--- config.mk ---
export PLATFORM = sky130hd
export DESIGN_NAME = stack_op_ctrl
export DESIGN_NICKNAME = d
export VERILOG_FILES = /design/src/rtl/stack_pkg.sv /design/src/rtl/stack_op_legalize.sv /design/src/rtl/stack_op_ctrl.sv
export SDC_FILE = /design/constraint.sdc
export NUM_CORES = 1
export LEC_CHECK = 0
export ABC_CLOCK_PERIOD_IN_PS = 11770
export BUFFER_PORTS_ARGS = -buffer_cell sky130_fd_sc_hd__buf_2
export CAP_MARGIN = 40
export CORE_AREA = 2 2 65 67
export CTS_CLUSTER_SIZE = 14
export DETAILED_ROUTE_END_ITERATION = 6
export DIE_AREA = 0 0 67 69
export PLACE_DENSITY = 0.68
export REMOVE_ABC_BUFFERS = 1
export SKIP_CTS_REPAIR_TIMING = 1
export SYNTH_ARGS = -nofsm -noshare
export SYNTH_HDL_FRONTEND = slang
export SYNTH_SLANG_ARGS = --single-unit
--- constraint.sdc ---
create_clock -name clk -period 11.77 [get_ports clk]
set_input_delay 1.7655 -clock clk [delete_from_list [all_inputs] [get_ports clk]]
set_output_delay 1.7655 -clock clk [all_outputs]
set_load 0.02 [all_outputs]
--- src/rtl/stack_pkg.sv ---
// Shared definitions for the PUSH/POP stack controller.
//   STACK_DEPTH / STACK_CNT_W : stack entry count and occupancy counter width
//   STACK_FULL                : STACK_DEPTH expressed in counter width
//   stk_state_t               : controller FSM states
//   stk_ops_t                 : per-slot push/pop bundle
//   stk_flags_t               : sticky fault flags
package stack_pkg;

  localparam int STACK_DEPTH = 1024;
  localparam int STACK_CNT_W = $clog2(STACK_DEPTH) + 1;

  localparam logic [STACK_CNT_W-1:0] STACK_FULL = STACK_CNT_W'(STACK_DEPTH);

  typedef enum logic {
    RUN   = 1'b0,
    FAULT = 1'b1
  } stk_state_t;

  typedef struct packed {
    logic push0;
    logic pop0;
    logic push1;
    logic pop1;
  } stk_ops_t;

  typedef struct packed {
    logic ovfl;
    logic unfl;
    logic illegal;
  } stk_flags_t;

endpackage

--- src/rtl/stack_op_legalize.sv ---
// Combinational legalizer for one issued instruction pair.
//   ops_i     : raw per-slot push/pop decodes
//   occ_i     : current committed occupancy C
//   ops_o     : strobes that may safely reach the stack
//   delta_o   : signed net change (#push - #pop) of ops_o, -2..+2
//   ovfl_o    : a push was dropped (stack full)
//   unfl_o    : a pop was dropped (stack empty)
//   illegal_o : a slot decoded both PUSH and POP
module stack_op_legalize
  import stack_pkg::*;
(
  input  stk_ops_t                ops_i,
  input  logic [STACK_CNT_W-1:0]  occ_i,
  output stk_ops_t                ops_o,
  output logic signed [2:0]       delta_o,
  output logic                    ovfl_o,
  output logic                    unfl_o,
  output logic                    illegal_o
);

  logic ill0, ill1;
  logic p0, q0, p1, q1;
  logic [STACK_CNT_W-1:0] occ_mid;
  logic [1:0] n_push, n_pop;

  always_comb begin
    ill0 = ops_i.push0 & ops_i.pop0;
    ill1 = ops_i.push1 & ops_i.pop1;
    // A slot decoding both operations is reduced to a NOP.
    p0 = ops_i.push0 & ~ill0;
    q0 = ops_i.pop0  & ~ill0;
    p1 = ops_i.push1 & ~ill1;
    q1 = ops_i.pop1  & ~ill1;

    ops_o     = '0;
    ovfl_o    = 1'b0;
    unfl_o    = 1'b0;
    illegal_o = ill0 | ill1;
    occ_mid   = occ_i;

    if (p0 && q1) begin
      // Push-then-pop is bypassed inside the stack, so it is legal even when full.
      ops_o.push0 = 1'b1;
      ops_o.pop1  = 1'b1;
    end else begin
      // Slot 0 is judged on C, slot 1 on the occupancy slot 0 leaves behind.
      if (p0) begin
        if (occ_i == STACK_FULL) begin
          ovfl_o = 1'b1;
        end else begin
          ops_o.push0 = 1'b1;
          occ_mid     = occ_i + 1'b1;
        end
      end
      if (q0) begin
        if (occ_i == '0) begin
          unfl_o = 1'b1;
        end else begin
          ops_o.pop0 = 1'b1;
          occ_mid    = occ_i - 1'b1;
        end
      end
      if (p1) begin
        if (occ_mid == STACK_FULL) ovfl_o = 1'b1;
        else                       ops_o.push1 = 1'b1;
      end
      if (q1) begin
        if (occ_mid == '0) unfl_o = 1'b1;
        else               ops_o.pop1 = 1'b1;
      end
    end

    n_push  = {1'b0, ops_o.push0} + {1'b0, ops_o.push1};
    n_pop   = {1'b0, ops_o.pop0}  + {1'b0, ops_o.pop1};
    delta_o = $signed({1'b0, n_push}) - $signed({1'b0, n_pop});
  end

endmodule

--- src/rtl/stack_op_ctrl.sv ---
// ID/EX-stage controller in front of the dual-port PUSH/POP stack.
// Legalizes each issued pair against the committed occupancy, registers the
// surviving strobes into EX, tracks occupancy and raises sticky faults that
// freeze stack traffic until err_clr.
//   clk, rst                 : clock, asynchronous active-high reset
//   stall_ID_EX, flush_ID_EX : pipeline hold / squash
//   id_push0/1, id_pop0/1    : per-slot decodes from ID
//   err_clr                  : leave FAULT and clear sticky flags
//   push0/pop0/push1/pop1    : registered EX strobes to the stack
//   occupancy                : committed entry count 0..DEPTH
//   stk_ovfl/unfl/illegal    : sticky fault flags, stk_fault is their OR
//   fsm_state                : current controller state (observability)
module stack_op_ctrl
  import stack_pkg::*;
(
  input  logic                   clk,
  input  logic                   rst,
  input  logic                   stall_ID_EX,
  input  logic                   flush_ID_EX,
  input  logic                   id_push0,
  input  logic                   id_pop0,
  input  logic                   id_push1,
  input  logic                   id_pop1,
  input  logic                   err_clr,
  output logic                   push0,
  output logic                   pop0,
  output logic                   push1,
  output logic                   pop1,
  output logic [STACK_CNT_W-1:0] occupancy,
  output logic                   stk_ovfl,
  output logic                   stk_unfl,
  output logic                   stk_illegal,
  output logic                   stk_fault,
  output stk_state_t             fsm_state
);

  stk_state_t             state_q, state_d;
  stk_ops_t               ops_q, ops_d;
  stk_flags_t             flags_q, flags_d;
  logic [STACK_CNT_W-1:0] occ_q, occ_d;

  stk_ops_t               id_ops;
  stk_ops_t               leg_ops;
  logic signed [2:0]      leg_delta;
  stk_flags_t             leg_flags;

  assign id_ops = '{push0: id_push0, pop0: id_pop0, push1: id_push1, pop1: id_pop1};

  stack_op_legalize u_legalize (
    .ops_i     (id_ops),
    .occ_i     (occ_q),
    .ops_o     (leg_ops),
    .delta_o   (leg_delta),
    .ovfl_o    (leg_flags.ovfl),
    .unfl_o    (leg_flags.unfl),
    .illegal_o (leg_flags.illegal)
  );

  always_ff @(posedge clk or posedge rst) begin
    if (rst) begin
      state_q <= RUN;
      ops_q   <= '0;
      flags_q <= '0;
      occ_q   <= '0;
    end else begin
      state_q <= state_d;
      ops_q   <= ops_d;
      flags_q <= flags_d;
      occ_q   <= occ_d;
    end
  end

  // Stall freezes everything, including err_clr and any new fault.
  always_comb begin
    state_d = state_q;
    ops_d   = ops_q;
    flags_d = flags_q;
    occ_d   = occ_q;
    if (!stall_ID_EX) begin
      case (state_q)
        RUN: begin
          if (err_clr) flags_d = '0;
          if (flush_ID_EX) begin
            ops_d = '0;
          end else begin
            ops_d   = leg_ops;
            // Sign-extend the delta; legalization guarantees no wrap.
            occ_d   = occ_q + {{(STACK_CNT_W-3){leg_delta[2]}}, leg_delta};
            flags_d = flags_d | leg_flags;
            if (|leg_flags) state_d = FAULT;
          end
        end
        FAULT: begin
          ops_d = '0;
          if (err_clr) begin
            flags_d = '0;
            state_d = RUN;
          end
        end
        default: state_d = RUN;
      endcase
    end
  end

  assign push0       = ops_q.push0;
  assign pop0        = ops_q.pop0;
  assign push1       = ops_q.push1;
  assign pop1        = ops_q.pop1;
  assign occupancy   = occ_q;
  assign stk_ovfl    = flags_q.ovfl;
  assign stk_unfl    = flags_q.unfl;
  assign stk_illegal = flags_q.illegal;
  assign stk_fault   = |flags_q;
  assign fsm_state   = state_q;

endmodule
## After elaboration in Yosys (flattened, before gate mapping)

Index checks and enable logic that the tools add are counted.

| word-level totals | value |
|---|---|
| latch bits | 0 |
| memory bits (writable) | 0 |
| word-level logic and storage cells | 73 |
| output and inout port bits | 20 |
| memories kept | 0 |
| ROM bits | 0 |
| register bits after elaboration | 19 |
| bits of input ports | 9 |

| operators by class | value |
|---|---|
| muxes and demuxes | 37 |
| magnitude comparators | 0 |
| divide/modulo/power cells | 0 |
| multiply operators | 0 |
| reductions and logical operators | 6 |
| $add $sub $neg | 6 |
| shifts and indexed selects | 0 |
| bitwise operators | 13 |
| eq/ne operators | 2 |

Operators by type and width:

| kind | count |
|---|---|
| $mux W11 | 5 |
| $mux W1 | 23 |
| $eq A11 B11 Y1 const B | 2 |
| $logic_not A11 Y1 | 2 |
| $mux W3 | 4 |
| $add A11 B1 Y11 const B | 1 |
| $add A11 B11 Y11 | 1 |
| $sub A11 B1 Y11 const B | 1 |
| $pmux W4 S2 | 1 |
| $and A1 B1 Y1 | 6 |
| $pmux W3 S2 | 1 |
| $reduce_or A3 Y1 | 2 |
| $not A1 Y1 | 5 |
| $add A1 B1 Y2 | 2 |
| $mux W4 | 1 |
| $or A3 B3 Y3 | 1 |
| $reduce_and A3 Y1 | 1 |
| $sub A2 B2 Y3 | 1 |
| $mux W2 | 1 |
| $pmux W1 S2 | 1 |
| $logic_and A1 B1 Y1 | 1 |
| $or A1 B1 Y1 | 1 |

## Logic depth before layout (Yosys ltp)

| depth | value |
|---|---|
| word-level depth | 15 |
| gate-level depth with buffers | 22 |
| depth with buffers taken out | 22 |

## Modules after synthesis

From an unflattened synthesis, not the netlist that was laid out.

| second synthesis, totals | value |
|---|---|
| cells, all modules | 216 |
| area, all modules | 1866.8 µm² |

By module, submodules not included:

| module | seq. area each (µm²) | area each (µm²) | instances | cells each |
|---|---|---|---|---|
| stack_op_ctrl | 475.5 | 1206.2 | 1 | 127 |
| stack_op_legalize | 0.0 | 660.6 | 1 | 89 |

## Worst setup path after synthesis

OpenSTA, ideal clock, no wires.

| timing path | value |
|---|---|
| path kind | input-to-reg |
| from | input id_pop0 |
| to | register occ_q[10], in the netlist occupancy[10] |
| stages | 19 |
| setup time | 0.129 ns |
| data required time | 11.641 ns |
| path buffers | 0 |
| arrival time | 5.474 ns |
| slack | 6.166 ns |
| cells stage by stage | and4b_4 > nand3_1 > mux2i_1 > a211oi_1 > nor3_4 > nand3_1 > nand2_1 > fa_1 > ha_1 > inv_1 > ha_1 > inv_1 > fa_1 > a32oi_1 > nand2_1 > a221oi_2 > a2bb2oi_1 > o22ai_1 > xor2_1 |

| between the ends | value |
|---|---|
| cells in the longest elaborated chain, start to end | 14 |
| elaborated cells on any way between the ends | 24 |
| classes of those cells | add/sub: 4; eq/ne: 1; mux: 13; bitwise: 4; reduce/logical: 2 |

RTL lines:

| what | line | source |
|---|---|---|
| start, declared | stack_op_ctrl.sv:21 | `input logic id_pop0,` |
| $and A1 B1 Y1 | stack_op_legalize.sv:27 | `ill0 = ops_i.push0 & ops_i.pop0;` |
| $not A1 Y1 | stack_op_legalize.sv:30, stack_op_legalize.sv:31 |  |
| $and A1 B1 Y1 | stack_op_legalize.sv:30 | `p0 = ops_i.push0 & ~ill0;` |
| $mux W11 | stack_op_legalize.sv:47 | `if (p0) begin` |
| $mux W11 | stack_op_legalize.sv:56 | `if (occ_i == '0) begin` |
| $mux W11 | stack_op_legalize.sv:55 | `if (q0) begin` |
| $mux W11 | stack_op_legalize.sv:41 | `if (p0 && q1) begin` |
| $eq A11 B11 Y1 or $logic_not A11 Y1 (tied branches) | stack_op_legalize.sv:64, stack_op_legalize.sv:68 |  |
| $mux W1, on equally long branches | stack_op_legalize.sv:64, stack_op_legalize.sv:68 |  |
| $mux W1, on equally long branches | stack_op_legalize.sv:63, stack_op_legalize.sv:67 |  |
| $mux W2 or $mux W1 (tied branches) | stack_op_legalize.sv:41 |  |
| $add A1 B1 Y2, on equally long branches | stack_op_legalize.sv:73, stack_op_legalize.sv:74 |  |
| $sub A2 B2 Y3 * | stack_op_legalize.sv:75 | `delta_o = $signed({1'b0, n_push}) - $signed({1'b0, n_pop});` |
| $add A11 B11 Y11 * | stack_op_ctrl.sv:88 | `occ_d = occ_q + {{(STACK_CNT_W-3){leg_delta[2]}}, leg_delta};` |
| end signal, assigned | stack_op_ctrl.sv:64 | `occ_q <= '0;` |
| end signal, assigned | stack_op_ctrl.sv:69 | `occ_q <= occ_d;` |
| end, declared | stack_op_ctrl.sv:40 | `logic [STACK_CNT_W-1:0] occ_q, occ_d;` |

Mark *: on every way between the ends. The rest lies on a longest branch, timed or not. The select of a mux whose other input is x is not followed.
A chain may end at the register's enable or synchronous reset.

## Final worst setup path

Same ends and word-level chain as after synthesis.

==> reports/qor.yml <==
timing:
  drv_slew: 0
  finClkSkew_ps: 11.8
  hold_viol: 0
  finalCritPeriodShare_pct: 50.1
  worst_pin_slew_ps: 802
  relSlewSlack_pct: 46.5
  fin_crit_ps: 5900
  setup_viol: 0
  clock.fmax_mhz: 170
  tns_ps: 0
  whs_ps: 489
  rsz0062_at_grt: "no"
setup_path:
  critPathCaptureType: "flop"
  critPathLaunchType: "primary input"
  critPathMaxFanout: 7
  r2r_end: "occupancy[10]"
  timing.rr.start: "occupancy[0]"
  rrSetupSlack_ps: 6680
  critical_path_class: "primary input to flop"
  r2r.worst_path.cells: 20
  critical_path_required_ps: 11920
  arrival_ps: 6050
routing:
  vias_per_cell: 5.86
  wl_per_cell_um: 15.0
  vias: 1736
  dr.pass1.iters: 4
  ant_nets: 0
  drtIter0Drc: 88
  drc_errors: 0
  drt_wl_total_um: 4440
power:
  swShare_pct: 52.7
  comb_power_share_pct: 51.7
  power_density_mw_per_mm2: 217
  power_switching_mw: 0.229
  p_seq_share_pct: 37.1
  leakagePower_nw: 0.874
  clkPwrFrac_pct: 11.2
  irDropWorstVdd_v: 0.000114
  p_int_mw: 0.205
floorplan:
  dieWidth_um: 67
  initial_core_util_pct: 46.8
  rows: 23
  die_y_um: 69
  core_region_area_mm2: 0.00391
  dieArea_mm2: 0.00462
  io_pins: 29
synth:
  synth_seq_area_share_pct: 25.9
  synth_compound_area_share_pct: 21.2
  synthSimpleGateAreaFrac_pct: 29.5
  postSynthCellCount: 229
  syn-mean-instance-area_um2: 8.00
  synth_xor_area_share_pct: 8.60
  yosys_warnings: 0
  ys.flop_type: "dfrtp_1"
  synth_top_family_by_area: "simple AND/OR/NAND/NOR gates"
  syn_area_mm2: 0.00183
  synthAdderAreaFrac_pct: 6.96
  ys_types: 56
  yosys-mux-area-fraction_pct: 0.546
  ys_seq_elements: 19
  synth_edf_count: 0
  synth_async_sr_flop_share_pct: 100
finish:
  final_cell_mix: "nand2_1 (28), buf_2 (28), nor2_1 (19), dfrtp_1 (19), a21oi_1 (14)"
  n_fill_cell: 402
  multi_input_area_mm2: 0.00122
  nets: 265
  diodes: 0
  syn2layout_area_growth_pct: 9.22
  seq_area_um2: 475
  layout-drive-gt1-share_pct: 18.7
place:
  dpl.hpwl_um: 3240
  numPortBuffers: 28
  gp_congestion: 0.816
hold_path:
  hold_path.class: "flop to flop"
  hold-path-cell-count: 2
  hold_end: "pop0"
  min_from: "pop0"
grt:
  grt_overflow: 0
  antenna_found_initial: 0
  track_usage_pct: 20.1
  grt_first_pass_wirelength_um: 7400
  grt_max_degree: 22
  grt_pass1_vias: 1536
clocking:
  cts_tree: "done"
  cts_buffers: 3
  clk_latency_ps: 270
  htreeDepth: 1
  cts-root-buf: "clkbuf_8"
  clk_pin_slew_ps: 90
  cts.sinks: 19
  clk_path_buf_depth: 2
status:
  status: "finished clean"
flow_run:
  drv_cap: 0
area by class of cell:
type	count	area share, %
Clock buffer	3	2.06
Sequential cell	19	23.8
Inverter	12	2.25
Clock inverter	1	0.250
Multi-Input combinational cell	182	61.2
Tap cell	50	3.13
Timing Repair Buffer	29	7.38
cell usage after synthesis, types with 4 or more instances:
library cell  instances  area share [%]
a31oi_1               5             1.7
nand2_1              28             5.7
nand2b_1              4             1.4
buf_2                10             2.7
nand4_1               4             1.4
xnor2_1              11             5.3
o21ai_0               6             1.6
dfrtp_1              19              26
a21oi_1              14             3.8
ha_1                  7             4.8
nand3_1              13             3.5
inv_1                11             2.3
xor2_1                7             3.3
nor2_1               19             3.9
o21ai_1               4             1.1
worst max-delay path: stages:
cell	delay, ps
buf_2	140
and4b_4	350
nand3_1	100
mux2i_1	160
a211oi_1	430
nor3_4	100
nand3_1	120
nand2_1	90
fa_1	560
ha_1	140
inv_1	70
ha_1	280
inv_1	60
fa_1	460
a32oi_1	210
nand2_1	140
a221oi_2	410
a2bb2oi_1	230
o22ai_1	100
xor2_1	150
power groups by stage:
stage | clock, mW | sequential (mW) | combinational (mW)
floorplan | 0 | 0.171 | 0.146
global placement | 0 | 0.162 | 0.221
detailed placement | 0 | 0.162 | 0.224
CTS | 0.0492 | 0.160 | 0.225
global route | 0.0529 | 0.170 | 0.248
finish | 0.0487 | 0.161 | 0.225
per-stage QoR:
| stage | cell area [um2] | power (mW) | setup slack (ps) | instances | util (%) |
|---|---|---|---|---|---|
| floorplan | 1750 | 0.317 | 6110 | 213 | - |
| global placement | 1960 | 0.384 | 5710 | 292 | 50.0 |
| detailed placement | 1960 | 0.386 | 5600 | 292 | 50.0 |
| CTS | 2000 | 0.435 | 5880 | 296 | 51.2 |
| global route | 2000 | 0.471 | 5640 | 296 | 51.2 |
| finish | 2000 | 0.434 | 5870 | 296 | 51.2 |
worst max-delay path by stage:
stage            start             to  slack [ps]  cells past startpoint
4_1_cts        id_pop0  occupancy[10]        5880                     20
5_1_grt        id_pop0  occupancy[10]        5640                     20
6_report       id_pop0  occupancy[10]        5870                     20
3_5_place_dp   id_pop0  occupancy[10]        5600                     20
2_1_floorplan  id_pop0   occupancy[8]        6110                     19
3_3_place_gp   id_pop0  occupancy[10]        5710                     20
logic make-up (layout without fill, tap and decap cells):
logic type,Yosys count,count (layout)
AOI/OAI and AO/OA,55,55
xor gates and xnor gates,18,18
adders and majority gates,9,9
buffers and inverters,28,45
DFF,19,19
muxes,1,1
and+or+nand+nor,99,99
registers in the layout, summed over array words and instances (netlist names):
register / flops
stk_illegal: 1
fsm_state: 1
pop0: 1
stk_ovfl: 1
stk_unfl: 1
pop1: 1
push1: 1
occupancy: 11
push0: 1
metal layers:
layer / global-route usage, % / share of wire (%) / wire [um] / vias up
met5: 0 / 0 / 0 / -
met4: 4.08 / 0.88 / 39 / 0
met3: 3.10 / 4.9 / 217 / 4
met2: 32.8 / 48 / 2130 / 52
met1: 27.7 / 46 / 2060 / 829
li1: - / - / - / 851
No activity file was read; power rests on OpenSTA's default activity.
